## config.mk

```make
export PLATFORM = sky130hd
export DESIGN_NAME = bypass_pipe
export DESIGN_NICKNAME = d
export VERILOG_FILES = /design/src/rtl/bypass_pipe.sv
export SDC_FILE = /design/constraint.sdc
export NUM_CORES = 1
export LEC_CHECK = 0
export CORE_ASPECT_RATIO = 1.2
export CORE_MARGIN = 2
export CORE_UTILIZATION = 38
export CTS_CLUSTER_DIAMETER = 150
export DETAILED_ROUTE_END_ITERATION = 10
export PLACE_DENSITY = 0.85
export SYNTH_ARGS = -nofsm -noshare
export SYNTH_HDL_FRONTEND = slang
export SYNTH_SLANG_ARGS = --single-unit
```

## constraint.sdc

```tcl
create_clock -name clk -period 3.58 [get_ports clk]
set_input_delay 0.716 -clock clk [delete_from_list [all_inputs] [get_ports clk]]
set_output_delay 0.716 -clock clk [all_outputs]
set_load 0.005 [all_outputs]
```

## src/rtl/bypass_pipe.sv

```systemverilog
// Elastic DEPTH-stage pipeline: stage 0 decodes PASS/NOP/INVALID, later stages carry the result.
// Optional completed-op counter enabled by macro BYPASS_PIPE_COUNT_EN.
module bypass_pipe #(
  parameter int unsigned WIDTH = 32,
  parameter int unsigned DEPTH = 1,
  parameter int unsigned TAG_W = 4
) (
  input  logic             clk,
  input  logic             reset,
  input  logic             flush,
  input  logic             in_valid,
  output logic             in_ready,
  input  logic [1:0]       op_sel,
  input  logic [WIDTH-1:0] opA,
  input  logic [TAG_W-1:0] tag_in,
  output logic             out_valid,
  input  logic             out_ready,
  output logic [WIDTH-1:0] result_out,
  output logic [TAG_W-1:0] tag_out,
  output logic             invalid_out,
  output logic [31:0]      op_count
);

  localparam int unsigned LAST = DEPTH - 1;

  logic [DEPTH-1:0] vld_q;
  logic [DEPTH-1:0] inv_q;
  logic [WIDTH-1:0] res_q [DEPTH];
  logic [TAG_W-1:0] tag_q [DEPTH];
  logic [DEPTH-1:0] load;
  logic             accept;
  logic [WIDTH-1:0] res0;
  logic             inv0;

  // A stage may load when the consumer pops or any stage at or after it holds a bubble.
  always_comb begin : load_calc
    load = '0;
    for (int unsigned i = 0; i < DEPTH; i++) begin
      load[i] = out_ready;
      for (int unsigned j = i; j < DEPTH; j++) begin
        if (!vld_q[j]) load[i] = 1'b1;
      end
    end
  end

  always_comb begin : stage0_op
    res0 = '0;
    inv0 = 1'b0;
    case (op_sel)
      2'b00:   res0 = opA;
      2'b01:   res0 = '0;
      default: inv0 = 1'b1;
    endcase
  end

  assign in_ready = !flush && load[0];
  assign accept   = in_valid && in_ready;

  // Payload registers are zeroed whenever their stage is empty, so outputs need no masking.
  always_ff @(posedge clk or negedge reset) begin
    if (!reset) begin
      vld_q <= '0;
      inv_q <= '0;
      for (int unsigned i = 0; i < DEPTH; i++) begin
        res_q[i] <= '0;
        tag_q[i] <= '0;
      end
    end else if (flush) begin
      vld_q <= '0;
      inv_q <= '0;
      for (int unsigned i = 0; i < DEPTH; i++) begin
        res_q[i] <= '0;
        tag_q[i] <= '0;
      end
    end else begin
      if (load[0]) begin
        vld_q[0] <= accept;
        inv_q[0] <= accept && inv0;
        res_q[0] <= accept ? res0 : '0;
        tag_q[0] <= accept ? tag_in : '0;
      end
      for (int unsigned i = 1; i < DEPTH; i++) begin
        if (load[i]) begin
          vld_q[i] <= vld_q[i-1];
          inv_q[i] <= inv_q[i-1];
          res_q[i] <= res_q[i-1];
          tag_q[i] <= tag_q[i-1];
        end
      end
    end
  end

  assign out_valid   = vld_q[LAST];
  assign result_out  = res_q[LAST];
  assign tag_out     = tag_q[LAST];
  assign invalid_out = inv_q[LAST];

`ifdef BYPASS_PIPE_COUNT_EN
  logic        pop;
  logic [31:0] count_q;

  assign pop = vld_q[LAST] && out_ready && !flush;

  // Saturating count of delivered ops; only reset clears it.
  always_ff @(posedge clk or negedge reset) begin
    if (!reset) begin
      count_q <= '0;
    end else if (pop && (count_q != 32'hFFFF_FFFF)) begin
      count_q <= count_q + 32'd1;
    end
  end

  assign op_count = count_q;
`else
  assign op_count = '0;
`endif

endmodule

```

==> impl_metrics.toml, run 1 <==
[status]
status = "complete, no violations"

[sta]
worst_pin_slew_ps = 858
max_freq_mhz = 384
period_minus_slack_ps = 2600
finalHoldViolations = 0
rsz0062_at_grt = "false"
skew_ps = 3.77
fin_setup_tns_ps = 0
setup_viol_count_final = 0
slew_headroom_pct = 42.7
post-route-period-util_pct = 72.7
drv_slew = 0

[critical_path]
path_max_fanout = 4
critPathSlowestCell = "clkdlybuf4s50_1"
critPathMaxStageDelay_ps = 510
arrival_ps = 1890
endpoint_kind = "output port"
critical_path_class = "input port to output port"
critPathBufInv = 2
cp_cell_sequence = "clkdlybuf4s50_1, nor2b_4, nor2_1, clkdlybuf4s50_1"
crit_path_frequent_cell = "clkdlybuf4s50_1"
start_kind = "input port"
cp.required_ps = 2860
critPathTopFamily = "buffers and inverters"

[clock_network]
cts-root-buf = "clkbuf_8"
cts_sinks = 38
cts_tree = "built"
cts_setup_buffers = 0
clock_latency_ps = 280
cts_max_path_buffers = 2
clk_pin_slew_ps = 70
numCtsBuffers = 5
htreeDepth = 2
post_cts_resized = 0
cts-hold-fix-buffers = 0

[drt]
routed_wirelength_um = 3640
ant_nets = 0
avgRoutedWirePerCell_um = 14.0
via_per_inst = 4.56
drc_errors = 0
drt_iter0_markers = 73
first_pass_iters = 3
vias = 1181

[synth]
syn-cell-area_mm2 = 0.00170
synth_seq_area_share_pct = 55.8
ys_ff_latch = 38
synth_area_per_cell_um2 = 14.0
syn_inst = 122
ys_types = 12
ys_warn_count = 0

[floorplan]
core_region_area_mm2 = 0.00429
die_y_um = 77.3
initial_core_util_pct = 39.7
fp.dieW_um = 65.1
io_pins = 114
dieArea_mm2 = 0.00503
rows = 26

[layout]
mostFrequentLayoutCell = "clkdlybuf4s50_1"
area_delta_synth_final_pct = 44.8
layout_common_cells = "clkdlybuf4s50_1, dfrtp_1, conb_1"
nNetsFinal = 246
drive_gt1_share_pct = 19.7
layoutNonFillerInstCount = 259
n_antenna_cell = 0

[global_route]
grt_max_degree = 39
grtUsageTotal_pct = 14.8
grt_pass1_wl_um = 5750
antenna_found_initial = 0
grt_pass1_vias = 1219
grt.overflow.total = 0

[pwr]
powerDensity_mw_per_mm2 = 332
peakVddDrop_uv = 154
p_leak_nw = 1.14

[place]
place_inst = 252
gp_congestion = 0.659
dpl.hpwl_um = 2600
port_buffers = 81

[worst_hold_path]
hold_path.class = "flop to flop"

[flow_run]
drv_cap = 0
-- sequential cells by signal, summed over array words and instances, names as in the netlist --
signal       count
out_valid        1
tag_out          4
invalid_out      1
result_out      32
-- final cells by class --
cell class,instances,area (µm²)
clock buffer,7,76.3
tap,56,70.1
fill,382,1830
multi-input combinational,76,556
timing repair buffer,82,813
sequential,38,951
-- kinds of logic after synthesis --
logic type             count (synthesis)  synth area share (%)
other                                  1                 0.220
buffers and inverters                 39                  18.4
AND/OR/NAND/NOR                        7                  4.48
flip-flops                            38                  55.8
AO/OA/AOI/OAI                         37                  21.1
-- worst paths after layout --
kind | end | from | cells past startpoint | slack [ps]
min in group asynchronous | tag_out[2] | reset | 1 | 530
min | result_out[15] | result_out[15] | 1 | 510
max reg2reg | result_out[4] | out_valid | 3 | 1920
min reg2reg | result_out[15] | result_out[15] | 1 | 510
max | in_ready | out_ready | 4 | 980
max in group asynchronous | result_out[31] | reset | 1 | 2540
-- through the flow --
| step | total power, mW | utilization (%) | setup slack [ps] | area (µm²) | hold slack, ps |
|---|---|---|---|---|---|
| detailed placement | 0.563 | 55.7 | 990 | 2390 | 490 |
| finish | 0.818 | 57.4 | 977 | 2470 | 506 |
| CTS | 0.830 | 57.4 | 973 | 2470 | 510 |
| global placement | 0.561 | 55.7 | 976 | 2390 | 487 |
| floorplan | 0.510 | - | 1950 | 1820 | 420 |
| global route | 0.858 | 57.4 | 937 | 2470 | 516 |
-- worst register-to-register path, cell delays in order, from the launching register on --
cell	delay (ps)
dfrtp_1	340
nor2b_4	220
nor2b_4	750
a22o_2	290
-- report_power, final --
| group | total [mW] | internal (mW) | switching (mW) |
|---|---|---|---|
| Sequential | 0.444 | 0.439 | 0.00535 |
| Clock | 0.264 | 0.134 | 0.130 |
| Combinational | 0.110 | 0.0679 | 0.0422 |
| Total | 0.818 | 0.641 | 0.178 |
-- metal layers --
| layer | up-vias | global-route usage (%) | part of all wire [%] |
|---|---|---|---|
| met1 | 575 | 17.9 | 41 |
| met4 | 0 | 4.38 | 0.74 |
| met2 | 65 | 25.4 | 51 |
| met3 | 4 | 4.35 | 6.9 |
| met5 | - | 0 | 0 |
| li1 | 537 | - | - |
-- cell usage after synthesis --
master | number | share of area, %
nor2b_4 | 2 | 1.6
a22o_1 | 9 | 4.6
a22o_2 | 28 | 16
or2_2 | 1 | 0.37
buf_6 | 6 | 4.0
nor4_4 | 1 | 1.2
buf_4 | 32 | 14
nand2b_4 | 1 | 0.81
buf_2 | 1 | 0.29
conb_1 | 1 | 0.22
nor2_1 | 2 | 0.44
dfrtp_1 | 38 | 56
(Power assumes the default switching activity.)
==> run 2, diff against run 1 <==
- CORE_UTILIZATION: 38 -> 32
- PLACE_DENSITY: 0.85 -> 0.76
- clock period: 3.58 -> 2.15 ns (I/O delays scaled with it)
==> run 2 against run 1 <==
  * Non-clock buffer count grew 1
  * Worst setup slack lost 900 ps
  * Register-to-register slack got worse by 1400 ps
  * Die area up 18%
  * Clock power rose to 2.8 times the previous value
  * Sequential share of layout area decreased by 1.5 points
  * Via count up 1.7%
  * Hold slack worse by 260 ps
  * Core utilization fell by 8.3 points
  * Combinational power grew 71%
  * Sequential power up 67%
  * Power grew 100%
  * Critical path type unchanged
  * Largest power group unchanged
==> impl_metrics.toml, run 2 (synthesis results as in run 1) <==
[sta]
rsz0062_at_grt = "false"
finalHoldViolations = 0
hold-worst-slack_ps = 242
slew_headroom_pct = 42.9
max_freq_mhz = 483
setup_viol_count_final = 0
drv_slew = 0
post-route-period-util_pct = 96.2
setup_ws_ps = 81.6
period_minus_slack_ps = 2070
worst_pin_slew_ps = 855
skew_ps = 4.90
fin_setup_tns_ps = 0

[drt]
drt_iter0_markers = 70
ant_nets = 0
vias = 1201
first_pass_iters = 4
drc_errors = 0
via_per_inst = 4.50
avgRoutedWirePerCell_um = 14.2
routed_wirelength_um = 3790

[clock_network]
htreeDepth = 2
cts_max_path_buffers = 2
cts_tree = "built"
cts-root-buf = "clkbuf_8"
numCtsBuffers = 5
clk_pin_slew_ps = 70
clock_latency_ps = 280
cts_sinks = 38

[global_route]
grtUsageTotal_pct = 13.1
grt_pass1_wl_um = 5970
antenna_found_initial = 0
grt_max_degree = 39
grt_pass1_vias = 1175
grt.overflow.total = 0

[place]
place_inst = 259
gp_congestion = 0.694
dpl.hpwl_um = 2690
port_buffers = 81
dp_slack_ps = 0.451
placed_area_mm2 = 0.00242

[critical_path]
arrival_ps = 1640
crit_start = "out_ready"
critical_path_class = "input port to output port"
cp.required_ps = 1720
path_max_fanout = 3
endpoint_kind = "output port"
start_kind = "input port"
reg2regPathDepth = 3
rr_startpoint = "out_valid"

[flow_run]
drv_cap = 0

[layout]
largest_reg_flops = 32
layoutNonFillerInstCount = 267
fill_cells = 493
drive_gt1_share_pct = 22.0
final_area_mm2 = 0.00256
area_delta_synth_final_pct = 50.6
n_antenna_cell = 0
nNetsFinal = 247
mostFrequentLayoutCell = "clkdlybuf4s50_1"
utilization_pct = 49.1
layout_common_cells = "clkdlybuf4s50_1, dfrtp_1, conb_1"

[pwr]
p_leak_nw = 1.19
peakVddDrop_uv = 292
power_mw = 1.67
powerDensity_mw_per_mm2 = 650

[floorplan]
die_y_um = 83.9
initial_core_util_pct = 32.6
io_pins = 114
fp.dieW_um = 70.6
rows = 29
dieArea_mm2 = 0.00592
core_region_area_mm2 = 0.00523

[status]
status = "complete, no violations"

[worst_hold_path]
hold_path.class = "input port to async pin"
## run 2: cell count changes in the layout (fill, tap and decap cells not counted), sizes merged
cell	previous run	this run
bufinv	0	2
buf	2	3
clkbuf	7	6
clkdlybuf4s50	80	79
dlymetal6s2s	0	1
## run 2: power by group
part / leakage (nW) / switching (mW) / internal [mW]
clock: 0.0714 / 0.244 / 0.495
sequential: 0.524 / 0.00903 / 0.730
combinational: 0.592 / 0.0724 / 0.116
total: 1.19 / 0.325 / 1.34
## run 2: path summary, 6_finish.rpt
check / endpoint / slack [ps]
hold reg to reg: result_out[21] / 510
max in group asynchronous: result_out[19] / 1380
hold / removal: result_out[5] / 240
min in group clk: result_out[21] / 510
setup / recovery: in_ready / 80
setup reg to reg: result_out[17] / 550
## run 2: layout make-up
| cell class | count | area [µm²] | share of cell area (%) |
|---|---|---|---|
| clock buffers | 6 | 82.6 | 3.22 |
| clock inverters | 2 | 60.1 | 2.34 |
| well taps | 62 | 77.6 | 3.02 |
| flip-flops and latches | 38 | 951 | 37.1 |
| repair buffers | 83 | 836 | 32.6 |
| multi-input cells | 76 | 558 | 21.8 |
## run 2: what timing repair did
action                     CTS  global route
gates resized for setup      1             1
hold buffers                 0             0
setup endpoints to repair    1             1
buffers inserted             0             0
## run 2: critical path, cell delays in order
cell             delay [ps]
clkdlybuf4s50_1         520
nor2b_4                  60
nor2_2                  120
clkdlybuf4s50_1         520
## run 2: routing by layer
| layer | vias to the layer above | wire length (µm) | GRT usage, % | part of all wire [%] |
|---|---|---|---|---|
| li1 | 538 | - | - | - |
| met1 | 597 | 1560 | 16.2 | 41 |
| met2 | 64 | 1880 | 20.8 | 50 |
| met3 | 2 | 334 | 5.07 | 8.8 |
| met4 | 0 | 22 | 4.97 | 0.58 |
| met5 | - | 0 | 0 | 0 |
==> run 3, diff against run 2 <==
- HOLD_SLACK_MARGIN: not set -> 0.08
==> results of run 3 <==
No change in the layout: final DEF, timing and power equal those of run 2.
